--- src/rtl/addsub_pkg.sv ---
// addsub_pkg
//   Shared definitions for the add/subtract accumulator slice:
//   - op encodings (bit 1 selects accumulator as x, bit 0 selects subtract)
//   - flags_t: status flags that travel with every result
package addsub_pkg;

    localparam logic [1:0] OP_ADD     = 2'b00;  // a + b
    localparam logic [1:0] OP_SUB     = 2'b01;  // a - b
    localparam logic [1:0] OP_ACC_ADD = 2'b10;  // acc + a
    localparam logic [1:0] OP_ACC_SUB = 2'b11;  // acc - a

    typedef struct packed {
        logic overflow;  // signed overflow, before saturation
        logic carry;     // unsigned carry-out (subtract: 1 = no borrow)
        logic zero;      // final result == 0
        logic negative;  // final result MSB
    } flags_t;

    // Flag values the result register holds after reset (sum = 0).
    localparam flags_t FLAGS_RESET = '{overflow: 1'b0, carry: 1'b0, zero: 1'b1, negative: 1'b0};

endpackage

--- src/rtl/addsub_core.sv ---
// addsub_core
//   Purely combinational WIDTH-bit two's complement adder/subtractor.
//   Computes x + (sub ? ~y : y) + sub, reports signed overflow and
//   unsigned carry, and optionally clamps signed overflow.
// Ports:
//   x, y     in   WIDTH  operands
//   sub      in   1      1 = x - y, 0 = x + y
//   result   out  WIDTH  final (possibly saturated) result
//   flags    out  flags_t overflow/carry/zero/negative of result
module addsub_core
    import addsub_pkg::*;
#(
    parameter int WIDTH    = 8,
    parameter bit SATURATE = 1'b0
) (
    input  logic [WIDTH-1:0] x,
    input  logic [WIDTH-1:0] y,
    input  logic             sub,
    output logic [WIDTH-1:0] result,
    output flags_t           flags
);

    localparam logic [WIDTH-1:0] MAX_POS = {1'b0, {(WIDTH-1){1'b1}}};
    localparam logic [WIDTH-1:0] MAX_NEG = {1'b1, {(WIDTH-1){1'b0}}};

    logic [WIDTH-1:0] y_eff;
    logic [WIDTH:0]   raw;
    logic             ovf;

    assign y_eff = sub ? ~y : y;
    // Extra top bit captures the unsigned carry-out; sub doubles as carry-in.
    assign raw   = {1'b0, x} + {1'b0, y_eff} + {{WIDTH{1'b0}}, sub};
    // Same-sign operands producing a different-sign sum is signed overflow.
    assign ovf   = (x[WIDTH-1] == y_eff[WIDTH-1]) && (raw[WIDTH-1] != x[WIDTH-1]);

    always_comb begin
        // NOTE: every output of a combinational block gets a default first, so no path leaves it unassigned and a latch is never inferred.
        result = raw[WIDTH-1:0];
        if (SATURATE && ovf) begin
            // Overflow direction follows the sign both operands shared.
            result = x[WIDTH-1] ? MAX_NEG : MAX_POS;
        end
    end

    assign flags.overflow = ovf;
    assign flags.carry    = raw[WIDTH];
    assign flags.zero     = (result == '0);
    assign flags.negative = result[WIDTH-1];

endmodule

--- src/rtl/addsub_accum.sv ---
// addsub_accum
//   Registered add/subtract unit with internal accumulator, optional
//   saturation and sticky overflow, behind valid/ready handshakes.
//   One result register forms a single pipeline stage.
// Ports:
//   clk, reset           clock; synchronous active-high reset
//   clr                  clears acc and ovf_sticky (blocks input that cycle)
//   in_valid/in_ready    operand handshake
//   a, b, op             operands and operation (see addsub_pkg)
//   out_valid/out_ready  result handshake
//   sum, overflow, carry, zero, negative   registered result and flags
//   ovf_sticky           OR of overflow over accepted ops since clr/reset
//   acc                  current accumulator value
module addsub_accum
    import addsub_pkg::*;
#(
    parameter int WIDTH    = 8,
    parameter bit SATURATE = 1'b0
) (
    input  logic             clk,
    input  logic             reset,
    input  logic             clr,
    input  logic             in_valid,
    output logic             in_ready,
    input  logic [WIDTH-1:0] a,
    input  logic [WIDTH-1:0] b,
    input  logic [1:0]       op,
    output logic             out_valid,
    input  logic             out_ready,
    output logic [WIDTH-1:0] sum,
    output logic             overflow,
    output logic             carry,
    output logic             zero,
    output logic             negative,
    output logic             ovf_sticky,
    output logic [WIDTH-1:0] acc
);

    logic [WIDTH-1:0] x;
    logic [WIDTH-1:0] y;
    logic [WIDTH-1:0] result;
    flags_t           new_flags;
    flags_t           flags_q;
    logic             accept;

    // Accumulate modes take acc as x and a as y; b is ignored there.
    assign x = op[1] ? acc : a;
    assign y = op[1] ? a   : b;

    addsub_core #(
        .WIDTH    (WIDTH),
        .SATURATE (SATURATE)
    ) u_core (
        .x      (x),
        .y      (y),
        .sub    (op[0]),
        .result (result),
        .flags  (new_flags)
    );

    // Handshake depends only on state, reset, clr and out_ready: never on operands.
    assign in_ready = !reset && !clr && (!out_valid || out_ready);
    assign accept   = in_valid && in_ready;

    always_ff @(posedge clk) begin
        // NOTE: sequential state uses non-blocking assignments so all registers update together from pre-edge values.
        if (reset) begin
            out_valid  <= 1'b0;
            sum        <= '0;
            flags_q    <= FLAGS_RESET;
            acc        <= '0;
            ovf_sticky <= 1'b0;
        end else begin
            // clr and accept are exclusive because clr forces in_ready low.
            if (clr) begin
                acc        <= '0;
                ovf_sticky <= 1'b0;
            end
            if (accept) begin
                // Loading while draining keeps out_valid high: one result per cycle.
                out_valid  <= 1'b1;
                sum        <= result;
                flags_q    <= new_flags;
                acc        <= result;
                ovf_sticky <= ovf_sticky | new_flags.overflow;
            end else if (out_valid && out_ready) begin
                out_valid <= 1'b0;
            end
        end
    end

    assign overflow = flags_q.overflow;
    assign carry    = flags_q.carry;
    assign zero     = flags_q.zero;
    assign negative = flags_q.negative;

endmodule

--- config.mk ---
export PLATFORM = sky130hd
export DESIGN_NAME = addsub_accum
export DESIGN_NICKNAME = d
export VERILOG_FILES = /design/src/rtl/addsub_pkg.sv /design/src/rtl/addsub_core.sv /design/src/rtl/addsub_accum.sv
export SDC_FILE = /design/constraint.sdc
export NUM_CORES = 1
export LEC_CHECK = 0
export BUFFER_PORTS_ARGS = -buffer_cell sky130_fd_sc_hd__buf_2
export CAP_MARGIN = 10
export CORE_UTILIZATION = 46
export DETAILED_ROUTE_END_ITERATION = 6
export GPL_TIMING_DRIVEN = 0
export PLACE_DENSITY = 0.74
export SKIP_CTS_REPAIR_TIMING = 1
export SYNTH_ARGS = -nofsm -noshare
export SYNTH_HDL_FRONTEND = slang
export SYNTH_HIERARCHICAL = 1
export SYNTH_SLANG_ARGS = --single-unit
--- constraint.sdc ---
create_clock -name clk -period 2.7 [get_ports clk]
set_input_delay 0.135 -clock clk [delete_from_list [all_inputs] [get_ports clk]]
set_output_delay 0.135 -clock clk [all_outputs]
set_load 0.02 [all_outputs]
==> qor.csv <==
metric,value,unit
outcome,"complete, no violations",
TritonRoute pass-1 iters,4,
Area contributors post-synth,"dfxtp_1 (28%), mux2_2 (12%), mux2_4 (9.6%), xor2_1 (6.2%), ha_1 (5.6%)",
Nets,225,
Placer Congestion,0.762,
period utilization,97.1,%
drt wl/cell,14.4,um
"area leader, netlist",dfxtp_1,
setup_tns,0,ns
hold slack,0.132,ns
Core Box Area,3130,um2
LEAKAGE,0.894,nW
VDD IR max,0.206,mV
clk_lat worst skew,0.30,ns
Sink Count,22,
Initial Util,49.8,%
Worst EP arrival,2.86,ns
FMAX,0.381,GHz
register bit total from synthesis,22,
CTS Buffer Depth,2,
Ys Warns,6,
share of cells above drive strength 1,48.7,%
clock root cell,clkbuf_4,
IO Pins,46,
post-synthesis cell count,146,
Fin. Hold Viols,0,
vias in the first global route,1165,
routed length on met3,68,um
CTS tree,yes,
worst slew pin tran,0.521,ns
skew final,0.00147,ns
Hold Startpoint,in_valid,
asr flop ratio synth,0,%
max-cap viol count,0,
Hold Crit Endpoint,out_valid$_SDFFE_PP0P_,
max_slew headroom,65.0,%
Final ANT Viol Nets,0,
Mapped Nets,177,
list of most frequent post-synthesis cells,"dfxtp_1 (22), mux2_2 (16), xor2_1 (11)",
Worst Setup Path Type,in2reg,
"CTS clk-pin slew, worst paths",0.12,ns
highest routed layer,met4,
WP data required,2.94,ns
Synth Cell Area,1560,um2
via/cell ratio,5.15,
final WL,3400,um
initial antenna violation count,0,
gr ovfl total,0,
pins over their slew limit,0,
number of CTS-inserted buffers,3,
crit-path max FO,10,
area share of the largest cell type after synthesis,28.3,%
Worst setup EP type,flop,
Final min period,2.62,ns
"Distinct cells, synth",43,
Hold Path Cell Cnt,3,
slack of the worst reg-to-reg path,0.11,ns
initial drt markers,44,
H-Tree Depth,1,
Setup Viol. Count Final,0,
crit start category,input pin,
R2R Path End,zero$_SDFFE_PP1P_,
# DRC,0,
IO buf count,43,
Hold Crit Class,in2reg,
"Seq/Total Area, Yosys",28.3,%
Post-synth EDFFs,0,
first-pass GRT wire length,5200,um
via count,1221,
Total GRT Usage,19.0,%
R2R Path Start,acc[2]$_SDFFE_PP0P_,
Reg2Reg Depth,9,
Die X,60.2,um
dpl hpwl,2660,um
wire length on met2,1750,um
M1 wire length,1550,um
pwr dens,535,nW/um2
largest net degree at the start of global routing,13,
most instantiated library cell after synthesis,dfxtp_1,
total die area,3630,um2
chip height,60.2,um
syn_area_per_cell,10.7,um2
ys flop type,dfxtp_1,
Area Overhead vs Synth,22.6,%
FP Rows,20,
# diodes,0,
## through the flow
| stage | power (mW) | util [%] | cells | area [um2] | setup slack [ns] |
|---|---|---|---|---|---|
| after global routing | 1.08 | 61.1 | 237 | 1910 | -0.0204 |
| after CTS | 1.00 | 59.8 | 237 | 1870 | 0.00956 |
| final | 1.02 | 61.1 | 237 | 1910 | 0.0783 |
| after detailed placement | 0.827 | 58.7 | 233 | 1840 | -0.306 |
| after floorplan | 0.720 | - | 146 | 1570 | 0.0277 |
| after global placement | 0.814 | 58.7 | 233 | 1840 | -0.193 |
## final cells by class
cell class	count	area, um2
Clock buffer	4	36.3
Tap cell	44	55.1
Fill cell	287	1220
Multi-Input combinational cell	111	1080
Sequential cell	22	440
Buffer	8	68.8
Timing Repair Buffer	43	215
Inverter	5	18.8
## sequential cells by signal (all words and copies together), names as in the netlist
name / count
overflow: 1
out_valid: 1
sum: 8
zero: 1
ovf_sticky: 1
carry: 1
negative: 1
acc: 8
## cells by family (layout without fill, tap and decap cells)
kind of cell | count (synthesis) | in the layout | share of synthesized area, %
AND/OR/NAND/NOR | 35 | 35 | 13.6
multiplexers | 30 | 30 | 24.6
AO/OA/AOI/OAI | 25 | 25 | 14.4
flip-flops | 22 | 22 | 28.3
XOR/XNOR | 13 | 13 | 7.30
buffers and inverters | 13 | 60 | 4.81
adder cells (fa/ha/maj) | 8 | 8 | 6.90
## report_power, final
part	leakage, nW	internal [mW]	total [mW]	switching (mW)
Clock	0.0210	0.0822	0.178	0.0962
Sequential	0.180	0.356	0.374	0.0183
Combinational	0.694	0.215	0.470	0.254
## worst max path at each step
stage          start                end  slack, ns  depth (start not counted)
2_1_floorplan  op[1]  zero$_SDFFE_PP1P_       0.03                         13
3_3_place_gp   op[1]  zero$_SDFFE_PP1P_      -0.19                         13
3_5_place_dp   op[1]  zero$_SDFFE_PP1P_      -0.31                         13
4_1_cts        op[1]  zero$_SDFFE_PP1P_       0.01                         13
5_1_grt        op[1]  zero$_SDFFE_PP1P_      -0.02                         12
6_report       op[1]  zero$_SDFFE_PP1P_       0.08                         12
## worst max-delay path, cell delays in order
cell and delay [ns]:
clkbuf_4 0.17, buf_8 0.15, mux2_2 0.34, xor2_1 0.14, ha_2 0.41, nand4_1 0.21, o221ai_2 0.26, xor2_1 0.15
or4b_1 0.57, nor3_2 0.12, inv_1 0.06, mux2i_1 0.13
## layer usage
metal | global-route usage, % | up-vias
li1 | - | 621
met1 | 23.5 | 573
met2 | 33.1 | 23
met3 | 2.81 | 4
met4 | 6.98 | 0
met5 | 0 | -
## placed cells by master, fill, tap and decap left out, types with 2 or more instances in the layout
cell type	count
a21oi_2	2
xor2_1	10
mux2_2	16
buf_2	44
nand2_1	2
nor2_1	6
nor2b_1	8
buf_6	2
mux2i_1	2
ha_1	6
a211oi_1	2
mux2_4	10
dfxtp_1	22
a22o_1	9
nor3_1	4
and2b_1	4
buf_4	2
inv_1	5
nand2b_1	2
clkbuf_4	4
(Power assumes the default switching activity.)
